[config.mk]
export PLATFORM = sky130hd
export DESIGN_NAME = seq_divider_flat
export DESIGN_NICKNAME = d
export VERILOG_FILES = /design/src/rtl/div_pkg.sv /design/src/rtl/seq_divider_if.sv /design/src/rtl/seq_divider.sv /design/src/flat_wrapper.sv
export SDC_FILE = /design/constraint.sdc
export NUM_CORES = 1
export LEC_CHECK = 0
export BUFFER_PORTS_ARGS = -buffer_cell sky130_fd_sc_hd__clkbuf_2
export CORE_MARGIN = 1
export CORE_UTILIZATION = 61
export CTS_BUF_LIST = sky130_fd_sc_hd__clkbuf_2
export DETAILED_ROUTE_END_ITERATION = 6
export GPL_ROUTABILITY_DRIVEN = 0
export PLACE_DENSITY_LB_ADDON = 0.1
export SLEW_MARGIN = 20
export SYNTH_ARGS = -nofsm -noshare
export SYNTH_HDL_FRONTEND = slang
export SYNTH_SLANG_ARGS = --single-unit
[constraint.sdc]
create_clock -name Clock -period 3.75 [get_ports Clock]
set_clock_uncertainty 0.15 [all_clocks]
set_input_delay 0.1875 -clock Clock [delete_from_list [all_inputs] [get_ports Clock]]
set_output_delay 0.1875 -clock Clock [all_outputs]
set_load 0.005 [all_outputs]
[src/rtl/div_pkg.sv]
// Shared definitions for the sequential signed divider core and its board wrapper.
// State encodings, default operand width and the iteration-counter width.
package div_pkg;

   localparam int N_DEFAULT = 16;

   typedef enum logic [1:0] {
      ST_UNUSED = 2'b00,
      ST_IDLE   = 2'b01,
      ST_DIVIDE = 2'b10,
      ST_FIXUP  = 2'b11
   } state_t;

   // The counter must be able to hold N itself, not just N-1.
   function automatic int count_w(input int n);
      return $clog2(n) + 1;
   endfunction

endpackage

[src/rtl/seq_divider_if.sv]
// Operand/result bundle of the sequential divider.
// The slave side is the core; the master side is the wrapper or the bench.
interface seq_divider_if #(parameter int N = div_pkg::N_DEFAULT);
   import div_pkg::*;

   localparam int CW = count_w(N);

   logic          start;
   logic [N-1:0]  iDividend;
   logic [N-1:0]  iDivisor;
   logic [N-1:0]  oQuotient;
   logic [N-1:0]  oRemainder;
   logic          Done;
   logic          Busy;
   logic          oDivZero;
   logic          oOverflow;
   logic [1:0]    oState;
   logic [CW-1:0] oCount;

   modport master (
      output start, iDividend, iDivisor,
      input  oQuotient, oRemainder, Done, Busy, oDivZero, oOverflow, oState, oCount
   );

   modport slave (
      input  start, iDividend, iDivisor,
      output oQuotient, oRemainder, Done, Busy, oDivZero, oOverflow, oState, oCount
   );

endinterface

[src/rtl/seq_divider.sv]
// Sequential signed divider: restoring division on magnitudes, one quotient bit per clock,
// truncating quotient and dividend-signed remainder applied in a final fix-up cycle.
module seq_divider
   import div_pkg::*;
#(
   parameter int N = N_DEFAULT
) (
   input logic        Clock,
   input logic        Reset_n,
   seq_divider_if.slave bus
);

   localparam int            CW       = count_w(N);
   localparam logic [CW-1:0] LAST     = CW'(N - 1);
   localparam logic [N-1:0]  MOST_NEG = {1'b1, {(N-1){1'b0}}};

   state_t         r_state;
   state_t         w_next;
   logic [CW-1:0]  r_count;

   logic [N:0]     r_rem_acc;
   logic [N-1:0]   r_q_acc;
   logic [N-1:0]   r_dvs_mag;
   logic [N-1:0]   r_dividend;
   logic           r_sdvd;
   logic           r_qneg;
   logic           r_dz_op;
   logic           r_ovf_op;

   logic [N-1:0]   r_quot;
   logic [N-1:0]   r_rem;
   logic           r_done;
   logic           r_dz;
   logic           r_ovf;

   logic           w_load;
   logic [N:0]     w_shift;
   logic           w_borrow;
   logic [N:0]     w_diff;
   logic           w_fits;

   function automatic logic [N-1:0] mag(input logic [N-1:0] x);
      return x[N-1] ? -x : x;
   endfunction

   assign w_load  = (r_state == ST_IDLE) && bus.start;
   assign w_shift = {r_rem_acc[N-1:0], r_q_acc[N-1]};
   assign {w_borrow, w_diff} = {1'b0, w_shift} - {2'b00, r_dvs_mag};
   // A set top bit of R would make the shifted value exceed any divisor magnitude.
   assign w_fits  = r_rem_acc[N] | ~w_borrow;

   always_ff @(posedge Clock or negedge Reset_n) begin
      if (!Reset_n) begin
         r_state <= ST_IDLE;
      end else begin
         r_state <= w_next;
      end
   end

   always_comb begin
      w_next = r_state;
      case (r_state)
         ST_IDLE:   if (bus.start) w_next = (bus.iDivisor == '0) ? ST_FIXUP : ST_DIVIDE;
         ST_DIVIDE: if (r_count == LAST) w_next = ST_FIXUP;
         ST_FIXUP:  w_next = ST_IDLE;
         default:   w_next = ST_IDLE;
      endcase
   end

   always_ff @(posedge Clock or negedge Reset_n) begin
      if (!Reset_n) begin
         r_count <= '0;
         r_quot  <= '0;
         r_rem   <= '0;
         r_done  <= 1'b0;
         r_dz    <= 1'b0;
         r_ovf   <= 1'b0;
      end else begin
         case (r_state)
            ST_IDLE: begin
               if (bus.start) begin
                  r_count <= '0;
                  r_done  <= 1'b0;
                  r_dz    <= 1'b0;
                  r_ovf   <= 1'b0;
               end
            end
            ST_DIVIDE: r_count <= r_count + CW'(1);
            ST_FIXUP: begin
               r_done <= 1'b1;
               r_dz   <= r_dz_op;
               r_ovf  <= r_ovf_op;
               if (r_dz_op) begin
                  r_quot <= '1;
                  r_rem  <= r_dividend;
               end else begin
                  r_quot <= r_qneg ? -r_q_acc : r_q_acc;
                  r_rem  <= r_sdvd ? -r_rem_acc[N-1:0] : r_rem_acc[N-1:0];
               end
            end
            default: ;
         endcase
      end
   end

   // Working datapath needs no reset: every operation starts by loading it.
   always_ff @(posedge Clock) begin
      if (w_load) begin
         r_rem_acc  <= '0;
         r_q_acc    <= mag(bus.iDividend);
         r_dvs_mag  <= mag(bus.iDivisor);
         r_dividend <= bus.iDividend;
         r_sdvd     <= bus.iDividend[N-1];
         r_qneg     <= bus.iDividend[N-1] ^ bus.iDivisor[N-1];
         r_dz_op    <= (bus.iDivisor == '0);
         r_ovf_op   <= (bus.iDividend == MOST_NEG) && (bus.iDivisor == '1);
      end else if (r_state == ST_DIVIDE) begin
         r_rem_acc <= w_fits ? w_diff : w_shift;
         r_q_acc   <= {r_q_acc[N-2:0], w_fits};
      end
   end

   assign bus.oQuotient  = r_quot;
   assign bus.oRemainder = r_rem;
   assign bus.Done       = r_done;
   assign bus.Busy       = (r_state == ST_DIVIDE) || (r_state == ST_FIXUP);
   assign bus.oDivZero   = r_dz;
   assign bus.oOverflow  = r_ovf;
   assign bus.oState     = r_state;
   assign bus.oCount     = r_count;

endmodule

[src/flat_wrapper.sv]
// flat-port wrapper written by rule: the top's interface ports become plain ports
module seq_divider_flat import div_pkg::*;
#(
   parameter int N = N_DEFAULT
)
  (Clock, Reset_n, bus_start, bus_iDividend, bus_iDivisor, bus_oQuotient, bus_oRemainder, bus_Done, bus_Busy, bus_oDivZero, bus_oOverflow, bus_oState, bus_oCount);
  seq_divider_if #(.N(N)) bus_i ();
  input logic Clock;
  input logic Reset_n;
  input wire logic [$bits(bus_i.start)-1:0] bus_start;
  input wire logic [$bits(bus_i.iDividend)-1:0] bus_iDividend;
  input wire logic [$bits(bus_i.iDivisor)-1:0] bus_iDivisor;
  output wire logic [$bits(bus_i.oQuotient)-1:0] bus_oQuotient;
  output wire logic [$bits(bus_i.oRemainder)-1:0] bus_oRemainder;
  output wire logic [$bits(bus_i.Done)-1:0] bus_Done;
  output wire logic [$bits(bus_i.Busy)-1:0] bus_Busy;
  output wire logic [$bits(bus_i.oDivZero)-1:0] bus_oDivZero;
  output wire logic [$bits(bus_i.oOverflow)-1:0] bus_oOverflow;
  output wire logic [$bits(bus_i.oState)-1:0] bus_oState;
  output wire logic [$bits(bus_i.oCount)-1:0] bus_oCount;
  assign bus_i.start = bus_start;
  assign bus_i.iDividend = bus_iDividend;
  assign bus_i.iDivisor = bus_iDivisor;
  assign bus_oQuotient = bus_i.oQuotient;
  assign bus_oRemainder = bus_i.oRemainder;
  assign bus_Done = bus_i.Done;
  assign bus_Busy = bus_i.Busy;
  assign bus_oDivZero = bus_i.oDivZero;
  assign bus_oOverflow = bus_i.oOverflow;
  assign bus_oState = bus_i.oState;
  assign bus_oCount = bus_i.oCount;
  seq_divider #(.N(N)) u_core (.Clock(Clock), .Reset_n(Reset_n), .bus(bus_i));
endmodule
# Word-level counts from Yosys, hierarchy flattened
# Index checks and enable logic that the tools add are counted.
[totals]
ff_bits = 111
latchBits = 0
ramBits = 0
romBits = 0
inputBits = 35
output_inout_bits = 43
word_cells = 62
mem_count = 0
[classes]
addsub = 6
mul = 0
n_div = 0
n_lt_le_gt_ge = 0
n_eq_ne = 8
shifts = 0
n_mux = 19
bitwise_logic = 3
reduce_logical = 10
[op_table]
columns = ["operator", "count"]
rows = [
  ["16-bit two-way mux", 7],
  ["16-bit negation", 4],
  ["16-bit == test (second input constant)", 2],
  ["17-bit by 16-bit subtractor with 18-bit output", 1],
  ["17-bit two-way mux", 1],
  ["16-bit zero test", 1],
  ["15-bit two-way mux", 1],
  ["5-bit one-hot mux with 2 select lines", 1],
  ["1-bit one-hot mux with 2 select lines", 3],
  ["2-bit AND reduction", 3],
  ["2-bit nonzero test", 3],
  ["5-bit by 1-bit adder with 5-bit output (second input constant)", 1],
  ["5-bit by 4-bit == test with 1-bit output (second input constant)", 1],
  ["5-bit two-way mux", 1],
  ["2-bit == test (second input constant)", 2],
  ["2-bit two-way mux", 2],
  ["2-bit one-hot mux with 2 select lines", 1],
  ["2-bit by 1-bit == test with 1-bit output (second input constant)", 1],
  ["1-bit logical AND", 2],
  ["1-bit two-way mux", 2],
  ["2-bit by 1-bit inequality test with 1-bit output (second input constant)", 1],
  ["2-bit inequality test (second input constant)", 1],
  ["1-bit logical OR", 1],
  ["1-bit inverter", 1],
  ["other kinds (2)", 2],
]

# Longest topological paths before layout
# Gate-level depths: netlist of the first run.
[logic_depth]
depth_word = 5
depth_mapped = 11
ltp_nobuf = 11

# Worst setup path after synthesis of the first run
# No wires, ideal clock.
[synth_timing]
path_kind = "register -> register"
start = "register u_core.r_state[1], in the netlist u_core.bus.oState[1]"
end = "register u_core.r_q_acc[0], enable pin"
setup_ns = 0.322
arrival_ns = 2.507
required_time_ns = 3.278
slack_ns = 0.770
path_stages_with_launch = 8
n_path_buf = 1
period_less_slack_ns = 2.980
path_cell_list = "dfrtp_1 -> inv_1 -> ha_1 -> clkbuf_2 -> nand2_1 -> clkinv_1 -> nor2_1 -> inv_1"
[synth_between]
elab_chain_len = 3
word_cells_on_any_way = 4
cone_classes = "eq/ne: 2; reduce/logical: 2"
[synth_lines]
columns = ["item", "line_no", "source"]
rows = [
  ["start, declared", "seq_divider.sv:17", "state_t r_state;"],
  ["start signal, assigned", "seq_divider.sv:56", "r_state <= w_next;"],
  ["2-bit by 1-bit == test with 1-bit output", "seq_divider.sv:46", "assign w_load = (r_state == ST_IDLE) && bus.start;"],
  ["1-bit logical AND", "seq_divider.sv:46", ""],
  ["named net u_core.w_load", "seq_divider.sv:36", "logic w_load;"],
  ["2-bit nonzero test (no source line)", "--", ""],
  ["end signal, assigned", "seq_divider.sv:110", "r_q_acc <= mag(bus.iDividend);"],
  ["end signal, assigned", "seq_divider.sv:119", "r_q_acc <= {r_q_acc[N-2:0], w_fits};"],
  ["end, declared", "seq_divider.sv:22", "logic [N-1:0] r_q_acc;"],
]
# The timed path passes the listed nets, and every way through them passes these cells.
# A chain may end at the register's enable or synchronous reset.

# Final worst setup path of the first run
[layout_timing]
start = "register u_core.r_q_acc[15]"
end = "register u_core.r_rem_acc[16]"
[layout_between]
elab_chain_len = 4
[layout_lines]
columns = ["item", "line_no", "source"]
rows = [
  ["17-bit by 16-bit subtractor with 18-bit output *", "seq_divider.sv:48", "assign {w_borrow, w_diff} = {1'b0, w_shift} - {2'b00, r_dvs_mag};"],
  ["1-bit inverter", "seq_divider.sv:50", "assign w_fits = r_rem_acc[N] | ~w_borrow;"],
  ["1-bit OR", "seq_divider.sv:50", ""],
  ["17-bit two-way mux *", "seq_divider.sv:118", "r_rem_acc <= w_fits ? w_diff : w_shift;"],
  ["end signal, assigned", "seq_divider.sv:118", ""],
  ["end, declared", "seq_divider.sv:21", "logic [N:0] r_rem_acc;"],
]
# Every way passes the cells marked *; elsewhere a longest branch is shown, timed or not.

==> results of run 1 <==
[sequential cells by signal (all words and copies together) (netlist names)]
| name | count |
|---|---|
| u_core.bus.oOverflow | 1 |
| u_core.bus.oState | 2 |
| u_core.r_sdvd | 1 |
| u_core.r_q_acc | 16 |
| u_core.r_dvs_mag | 16 |
| u_core.bus.Done | 1 |
| u_core.r_rem_acc | 17 |
| u_core.r_ovf_op | 1 |
| u_core.bus.oRemainder | 16 |
| u_core.bus.oDivZero | 1 |
| u_core.r_dz_op | 1 |
| u_core.bus.oCount | 5 |
| u_core.r_dividend | 15 |
| u_core.r_qneg | 1 |
| u_core.bus.oQuotient | 16 |
[layer usage]
metal,share of wire,routed length (um),vias to the layer above
li1,-,-,2583
met1,0.44,6450,2550
met2,0.48,7070,203
met3,0.063,929,27
met4,0.019,287,0
met5,0,0,-
[cell type report]
cell class,count,area [um2],share of cell area
flip-flops and latches,110,2920,0.393
inverters,37,139,0.0186
repair buffers,128,888,0.119
well taps,133,166,0.0223
clock buffers,10,50.0,0.00672
clock inverters,6,67.6,0.00907
multi-input cells,486,3210,0.431
[worst paths after layout]
| kind | start | end | cells past startpoint |
|---|---|---|---|
| worst max-delay path | u_core.r_q_acc[15] | u_core.r_rem_acc[16] | 11 |
| worst min-delay path | bus_iDividend[8] | u_core.r_dividend[8] | 2 |
| min in group asynchronous | Reset_n | u_core.bus.oDivZero | 3 |
| worst max register to register | u_core.r_q_acc[15] | u_core.r_rem_acc[16] | 11 |
| max in group asynchronous | Reset_n | u_core.bus.oCount[3] | 3 |
| worst min register to register | u_core.bus.oState[0] | u_core.bus.oState[0] | 2 |
[cells in the mapped netlist (3+ instances only)]
cell type | count | area [um2]
a21o_1 | 5 | 37.5
a21oi_1 | 44 | 220
a31oi_1 | 3 | 18.8
and3_1 | 4 | 25.0
buf_2 | 4 | 20.0
clkbuf_1 | 20 | 75.1
dfrtp_1 | 41 | 1030
dfxtp_1 | 17 | 340
edfxtp_1 | 51 | 1530
ha_1 | 26 | 325
inv_1 | 36 | 135
mux2_2 | 15 | 169
mux2i_1 | 18 | 180
nand2_1 | 71 | 267
nand2b_1 | 4 | 25.0
nand3_1 | 13 | 65.1
nand3b_1 | 5 | 37.5
nand4_1 | 5 | 31.3
nor2_1 | 54 | 203
nor2b_1 | 4 | 25.0
nor3_1 | 4 | 20.0
nor4_1 | 3 | 18.8
o21a_1 | 3 | 22.5
o21ai_0 | 71 | 355
o31ai_1 | 16 | 120
o41ai_1 | 6 | 52.6
or3_1 | 5 | 31.3
or4_1 | 4 | 30.0
xnor2_1 | 40 | 350
xor2_1 | 27 | 236
[metrics by stage]
step / utilization / hold WS [ns] / power, W / instances
2_1_floorplan: - / -0.258 / 0.00420 / 660
3_3_place_gp: 0.690 / 0.269 / 0.00491 / 849
3_5_place_dp: 0.690 / 0.276 / 0.00504 / 849
4_1_cts: 0.745 / 0.0871 / 0.00562 / 908
5_1_grt: 0.748 / 0.108 / 0.00609 / 910
6_report: 0.748 / 0.161 / 0.00563 / 910
[kinds of logic after synthesis]
logic type	Yosys count	synth area share
simple gates	187	0.138
compound gates	172	0.164
flops	110	0.458
xor+xnor	67	0.0920
buf+inv	64	0.0386
mux	33	0.0547
fa+ha+maj	27	0.0541
[power by group]
group,internal (W),total [W],switching (W),leakage [nW]
registers,0.00181,0.00225,0.000443,1.11
clock network,0.000112,0.000544,0.000432,0.0730
logic,0.00127,0.00284,0.00157,1.97
total,0.00319,0.00563,0.00244,3.16
[critical path, cell delays in order (launching register included)]
cell	delay [ns]
edfxtp_1	0.49
inv_1	0.09
ha_1	0.17
inv_1	0.06
fa_1	0.40
a21o_1	0.19
a221oi_1	0.47
o21bai_1	0.23
a31oi_1	0.30
a21oi_1	0.13
nand3b_1	0.20
a31oi_1	0.21
==> flow_metrics.py, run 1 <==
metrics = {
    "run_status": {
        "status": "complete, no violations",
    },
    "yosys": {
        "async_reset_ff_frac": 0.382,
        "syn_nets": 722,
        "netlist_instances": 660,
        "syn_area_mm2": 0.00638,
        "synth-warning-count": 0,
        "synth-seq-cells": 110,
        "seq_area_frac_synth": 0.458,
        "ys.flop_type": "edfxtp_1",
        "ys_types": 61,
        "syn-mean-instance-area_um2": 9.67,
        "synth_edf_count": 51,
    },
    "place": {
        "placed_cell_area_mm2": 0.00687,
        "dp_hpwl_um": 10300,
        "place_ws_ns": 0.741,
        "io_buffers": 77,
    },
    "detailed_routing": {
        "viasPerCell": 5.89,
        "final_antenna_net_count": 0,
        "drt_first_pass_iters": 5,
        "drtIter0Drc": 314,
        "wl_per_cell_um": 16.2,
        "drc": 0,
        "vias": 5363,
        "drt_wl_total_um": 14700,
    },
    "clocking": {
        "cts.repair.resized": 0,
        "clk_pin_slew_ns": 0.32,
        "insertion_delay_ns": 0.62,
        "clock_sinks": 110,
        "htree_levels": 3,
        "cts_buffers": 9,
        "clk_path_buf_depth": 2,
        "ctsHoldBuffers": 43,
        "post_cts_buffers": 0,
        "cts_tree": "done",
        "cts-root-buf": "clkbuf_2",
    },
    "global_route": {
        "grt_pass1_vias": 5171,
        "use_met1": 0.377,
        "grt_max_degree": 48,
        "grt_overflow": 0,
        "grt_use_met3": 0.0426,
        "top_usage_layer": "met2",
        "grt_pass1_wl_um": 24700,
        "grt_usage": 0.285,
        "antenna_found_initial": 0,
        "grt_use_met2": 0.473,
    },
    "sta": {
        "maxSlewHeadroom": 0.357,
        "fmax_ghz": 0.315,
        "min_period_ns": 3.17,
        "finalHoldViolations": 0,
        "maxSlewViolCount": 0,
        "layout_setup_ws_ns": 0.575,
        "max_slew.worst_pin.slew_ns": 0.964,
        "period_share": 0.847,
        "rsz0062_at_grt": "false",
        "tns_ns": 0,
        "setup_violations": 0,
    },
    "worst_setup_path": {
        "worst_setup_path_end_kind": "flip-flop",
        "cp-start-kind": "flip-flop",
        "crit_required_ns": 4.14,
        "cp.arrival_ns": 3.57,
        "path_class": "flip-flop to flip-flop",
        "regToRegSetupSlack_ns": 0.58,
        "crit_fanout": 3,
    },
    "finish": {
        "final_cell_mix": "86 x clkbuf_2, 71 x nand2_1, 71 x o21ai_0",
        "layout_commonest_cell": "clkbuf_2",
        "drive_gt1_frac": 0.166,
        "final_area_mm2": 0.00745,
        "nets": 834,
        "fillers": 761,
        "antenna_cells_inserted": 0,
        "area_growth_pct": 16.7,
    },
    "die": {
        "fp.dieW_um": 104,
        "dieArea_mm2": 0.0109,
        "io-pin-count": 78,
        "die_h_um": 104,
        "start_util": 0.641,
        "rows": 36,
        "coreArea_mm2": 0.00995,
    },
    "power_and_ir_drop": {
        "leakage_nw": 3.16,
        "power_density_mw_per_mm2": 756,
        "ir_drop_uv": 403,
    },
    "job": {
        "maxCapViolations": 0,
    },
    "min_path": {
        "hold_path_class": "primary input to flip-flop",
    },
}
Note: power is estimated with default switching activity, not from simulation.
==> run 2: changes to the inputs <==
ABC_AREA = 1   (was not set)
CORE_UTILIZATION = 55   (was 61)
clock period = 2.9 ns   (was 3.75 ns; I/O delays follow)
==> run 2 against run 1 <==
Core utilization is 8.5 points lower. Critical path depth is 1 lower. Global-route usage is 1.9 points higher. Final cell count is 41% higher. Worst hold slack worse by 0.064 ns. Setup slack worse by 0.37 ns. Critical endpoint is now u_core.r_dz_op. Largest cell class unchanged. Largest power group unchanged.
==> flow_metrics.py, run 2 <==
metrics = {
    "worst_setup_path": {
        "path_cells": "dlygate4sd3_1 -> clkbuf_2 -> inv_1 -> ha_1 -> nand3_1 -> nor3_1 -> nand3_1 -> dlygate4sd3_1 -> nor3_1 -> dlygate4sd3_1",
        "cp_common_cell": "dlygate4sd3_1",
        "worst_setup_path_end_kind": "flip-flop",
        "reg2reg_depth": 8,
        "crit_buf_inv": 5,
        "crit_required_ns": 3.26,
        "r2r_end": "u_core.bus.oState[0]",
        "cp_slowest_stage_delay_ns": 0.62,
        "cp-start-kind": "primary input",
        "rr_startpoint": "u_core.bus.oState[0]",
        "cp.arrival_ns": 3.05,
        "crit_start": "bus_iDivisor[1]",
        "path_class": "primary input to flip-flop",
        "crit_slowest_cell": "dlygate4sd3_1",
        "worst_path_dominant_cell_family": "buffers and inverters",
        "crit_fanout": 3,
        "regToRegSetupSlack_ns": 0.36,
    },
    "clocking": {
        "cts_buffers": 9,
        "insertion_delay_ns": 0.64,
        "post_cts_buffers": 0,
        "cts.repair.resized": 0,
        "clock_sinks": 110,
        "ctsHoldBuffers": 53,
        "cts-root-buf": "clkbuf_2",
        "clk_pin_slew_ns": 0.30,
        "clk_path_buf_depth": 2,
        "htree_levels": 3,
        "cts_tree": "done",
    },
    "job": {
        "maxCapViolations": 0,
    },
    "die": {
        "fp.dieW_um": 115,
        "io-pin-count": 78,
        "start_util": 0.564,
        "dieArea_mm2": 0.0133,
        "coreArea_mm2": 0.0126,
        "die_h_um": 115,
        "rows": 41,
    },
    "place": {
        "dp_hpwl_um": 14000,
        "io_buffers": 77,
    },
    "finish": {
        "drive_gt1_frac": 0.120,
        "antenna_cells_inserted": 0,
        "area_growth_pct": 17.7,
        "nets": 1164,
        "layout_commonest_cell": "nand2_1",
        "largest_register": "u_core.r_rem_acc",
        "fin_util": 0.664,
        "final_cell_mix": "264 x nand2_1, 153 x inv_1, 104 x nand3_1",
        "fillers": 1126,
        "largest_register_ffs": 17,
    },
    "sta": {
        "holdWs_ns": 0.0968,
        "max_slew.worst_pin.slew_ns": 1.04,
        "maxSlewViolCount": 0,
        "maxSlewHeadroom": 0.302,
        "tns_ns": 0,
        "period_share": 0.928,
        "finalHoldViolations": 0,
        "setup_violations": 0,
        "fmax_ghz": 0.372,
        "min_period_ns": 2.69,
        "rsz0062_at_grt": "false",
    },
    "detailed_routing": {
        "drt_first_pass_iters": 5,
        "viasPerCell": 5.32,
        "wl_per_cell_um": 15.0,
        "drt_wl_total_um": 19200,
        "final_antenna_net_count": 0,
        "vias": 6800,
        "drtIter0Drc": 551,
        "drc": 0,
    },
    "min_path": {
        "hold_path_class": "primary input to flip-flop",
        "holdPathStages": 2,
        "min_to": "u_core.r_dividend[12]",
        "hold_path.startpoint": "bus_iDividend[12]",
    },
    "yosys": {
        "async_reset_ff_frac": 0.382,
        "yosysTopAreaCell": "edfxtp_1",
        "syn_area_mm2": 0.00708,
        "syn-mean-instance-area_um2": 7.29,
        "netlist_top_cells_area": "edfxtp_1 22%, dfrtp_1 14%, nand2_1 14%",
        "seq_area_frac_synth": 0.413,
        "synth_edf_count": 51,
        "syn_nets": 1033,
        "synth_common_cells": "264 x nand2_1, 153 x inv_1, 104 x nand3_1",
        "synth-seq-cells": 110,
        "synth_top_area_share": 0.216,
        "yosysMostFrequentCell": "nand2_1",
        "ys.flop_type": "edfxtp_1",
        "synth-warning-count": 0,
        "ys_types": 45,
        "netlist_instances": 971,
    },
    "power_and_ir_drop": {
        "swShare": 0.466,
        "ir_drop_uv": 587,
        "power_frac_seq": 0.361,
        "p_switching_w": 0.00357,
        "internal_power_w": 0.00410,
        "p_total_w": 0.00767,
        "clockPowerShare": 0.110,
        "power_density_mw_per_mm2": 919,
        "leakage_nw": 4.21,
        "combPwrFrac": 0.529,
    },
    "global_route": {
        "grt_pass1_wl_um": 30800,
        "antenna_found_initial": 0,
        "grt_pass1_vias": 6221,
        "grt_max_degree": 33,
        "grt_usage": 0.304,
        "grt_overflow": 0,
    },
    "run_status": {
        "status": "complete, no violations",
    },
}
-- run 2: area by class of cell --
| class | instances | area [um2] | area share |
|---|---|---|---|
| multi-input cells | 682 | 3460 | 0.415 |
| flip-flops and latches | 110 | 2920 | 0.351 |
| repair buffers | 142 | 1010 | 0.121 |
| inverters | 157 | 589 | 0.0707 |
| well taps | 172 | 215 | 0.0258 |
| clock inverters | 6 | 92.6 | 0.0111 |
| clock buffers | 10 | 50.0 | 0.00600 |
-- run 2: worst max-delay path by stage --
stage	to	cells after the start
2_1_floorplan	u_core.r_q_acc[14]	6
3_3_place_gp	u_core.r_rem_acc[8]	12
3_5_place_dp	u_core.r_rem_acc[14]	8
4_1_cts	u_core.r_dz_op	10
5_1_grt	u_core.r_dz_op	11
6_report	u_core.r_dz_op	10
-- run 2: per-layer routing --
layer / wire [um] / GRT usage / up-vias
met5: 0 / 0 / -
met2: 8880 / 0.492 / 201
met1: 8850 / 0.427 / 3172
met4: 418 / 0.0874 / 0
met3: 1030 / 0.0439 / 32
li1: - / - / 3395
-- run 2: logic make-up after synthesis --
logic type	share of synthesized area
xor gates and xnor gates	0.0408
buffers and inverters	0.0984
DFF	0.413
and+or+nand+nor	0.314
AOI/OAI and AO/OA	0.0850
adders and majority gates	0.0488
-- run 2: power groups by stage --
stage | registers, W | clock network, W | logic [W]
floorplan | 0.00268 | 0 | 0.00285
global placement | 0.00278 | 0 | 0.00390
detailed placement | 0.00279 | 0 | 0.00393
CTS | 0.00276 | 0.000849 | 0.00403
global route | 0.00284 | 0.000906 | 0.00463
finish | 0.00277 | 0.000840 | 0.00406
-- run 2: through the flow --
stage          instances  cell area, um2  worst slack, ns
3_5_place_dp        1210            7670            0.592
5_1_grt             1279            8340           0.0306
2_1_floorplan        971            7080           0.0746
4_1_cts             1279            8340            0.321
3_3_place_gp        1210            7670            0.578
6_report            1279            8340            0.210
==> run 3: changes to the inputs <==
CORE_UTILIZATION = 61   (was 55)
clock period = 2.5 ns   (was 2.9 ns; I/O delays follow)
==> run 3 against run 2 <==
Final cell count fell by 2.4%. Power rose by 14%. First-iteration DRC count rose by 16%. Combinational power rose by 17%. Critical endpoint is now bus_Busy.
==> flow_metrics.py, run 3 (same netlist as run 2, synthesis figures left out) <==
metrics = {
    "detailed_routing": {
        "vias": 6916,
        "drtIter0Drc": 640,
        "final_antenna_net_count": 0,
        "drc": 0,
        "viasPerCell": 5.54,
        "drt_wl_total_um": 18600,
        "wl_per_cell_um": 14.9,
        "drt_first_pass_iters": 5,
    },
    "sta": {
        "maxSlewHeadroom": 0.626,
        "tns_ns": 0,
        "fmax_ghz": 0.419,
        "max_slew.worst_pin.slew_ns": 0.560,
        "maxSlewViolCount": 0,
        "setup_violations": 0,
        "period_share": 0.954,
        "min_period_ns": 2.38,
        "holdWs_ns": 0.0462,
        "finalHoldViolations": 0,
        "rsz0062_at_grt": "false",
    },
    "die": {
        "rows": 38,
        "dieArea_mm2": 0.0120,
        "io-pin-count": 78,
        "start_util": 0.639,
        "fp.dieW_um": 110,
        "die_h_um": 110,
        "coreArea_mm2": 0.0111,
    },
    "power_and_ir_drop": {
        "power_density_mw_per_mm2": 1060,
        "leakage_nw": 4.21,
        "ir_drop_uv": 605,
    },
    "global_route": {
        "grt_pass1_vias": 6124,
        "grt_pass1_wl_um": 29700,
        "grt_max_degree": 43,
        "antenna_found_initial": 1,
        "grt_overflow": 0,
        "grt_usage": 0.328,
    },
    "clocking": {
        "cts_buffers": 9,
        "cts-root-buf": "clkbuf_2",
        "clk_pin_slew_ns": 0.34,
        "clk_path_buf_depth": 2,
        "insertion_delay_ns": 0.65,
        "post_cts_buffers": 0,
        "cts_tree": "done",
        "clock_sinks": 110,
        "htree_levels": 3,
    },
    "finish": {
        "area_growth_pct": 16.4,
        "final_cells": 1248,
        "nets": 1164,
        "largest_register_ffs": 17,
        "final_cell_mix": "264 x nand2_1, 153 x inv_1, 104 x nand3_1",
        "layout_commonest_cell": "nand2_1",
        "final_area_mm2": 0.00825,
        "largest_register": "u_core.r_rem_acc",
        "drive_gt1_frac": 0.127,
    },
    "min_path": {
        "hold_path_class": "primary input to flip-flop",
    },
    "job": {
        "maxCapViolations": 0,
    },
    "worst_setup_path": {
        "path_class": "flip-flop to output port",
        "cp.arrival_ns": 2.11,
        "worst_setup_path_end_kind": "output port",
        "cp-start-kind": "flip-flop",
        "crit_fanout": 24,
        "crit_required_ns": 2.23,
    },
    "place": {
        "io_buffers": 77,
        "dp_hpwl_um": 13700,
        "placed_cell_area_mm2": 0.00767,
        "place_inst": 1184,
    },
    "run_status": {
        "status": "complete, no violations",
    },
}
-- run 3: cell types whose count changed in the layout (fill, tap and decap cells not counted), moves of 2 or more --
cell | before | now
buf_4 | 12 | 18
bufinv_16 | 2 | 0
clkinvlp_4 | 2 | 0
dlygate4sd3_1 | 53 | 47
-- run 3: metal layers --
layer  vias up  share of wire  global-route usage
met3        30           0.11              0.0622
met5         -              0                   0
met2       344           0.44               0.504
met1      3147           0.43               0.469
met4         0          0.021               0.103
li1       3395              -                   -
-- run 3: area by class of cell --
cell class / count / area [um2]
Multi-Input combinational cell: 682 / 3470
Sequential cell: 110 / 2920
Fill cell: 903 / 2830
Timing Repair Buffer: 142 / 991
Inverter: 157 / 589
Tap cell: 140 / 175
Clock buffer: 11 / 55.1
Clock inverter: 5 / 40.0
Antenna cell: 1 / 2.50
-- run 3: timing repair --
action                     CTS  global route
hold endpoints to repair   105             0
setup endpoints to repair    0             4
hold buffers                47             0
gates resized for setup      0             3
-- run 3: metrics by stage --
stage | util | setup slack, ns | total power, W
floorplan | - | 0.273 | 0.00641
global placement | 0.692 | 0.302 | 0.00776
detailed placement | 0.692 | 0.289 | 0.00784
CTS | 0.744 | 0.156 | 0.00866
global route | 0.744 | 0.00692 | 0.00954
finish | 0.744 | 0.116 | 0.00875
-- run 3: where the power goes --
group | switching, W | total (W) | leakage, nW | internal [W]
logic | 0.00300 | 0.00477 | 3.02 | 0.00177
registers | 0.000515 | 0.00319 | 1.11 | 0.00268
clock network | 0.000626 | 0.000781 | 0.0692 | 0.000156
-- run 3: worst paths after layout --
check / from / end / slack (ns) / cells past startpoint
max in group asynchronous: Reset_n / u_core.bus.oState[0] / 1.35 / 4
max reg2reg: u_core.r_q_acc[15] / u_core.r_rem_acc[8] / 0.22 / 12
min reg2reg: u_core.r_dividend[4] / u_core.bus.oRemainder[4] / 0.36 / 2
max: u_core.bus.oState[0] / bus_Busy / 0.12 / 5
min: bus_iDividend[0] / u_core.r_dividend[0] / 0.05 / 2
min in group asynchronous: Reset_n / u_core.bus.oRemainder[15] / 0.40 / 4
-- run 3: worst max-delay path: stages, from the launching register on --
cell and delay, ns:
dfstp_2 0.65, ha_1 0.20, clkinv_1 0.11, buf_4 0.23, nand2_1 0.17, clkbuf_2 0.14
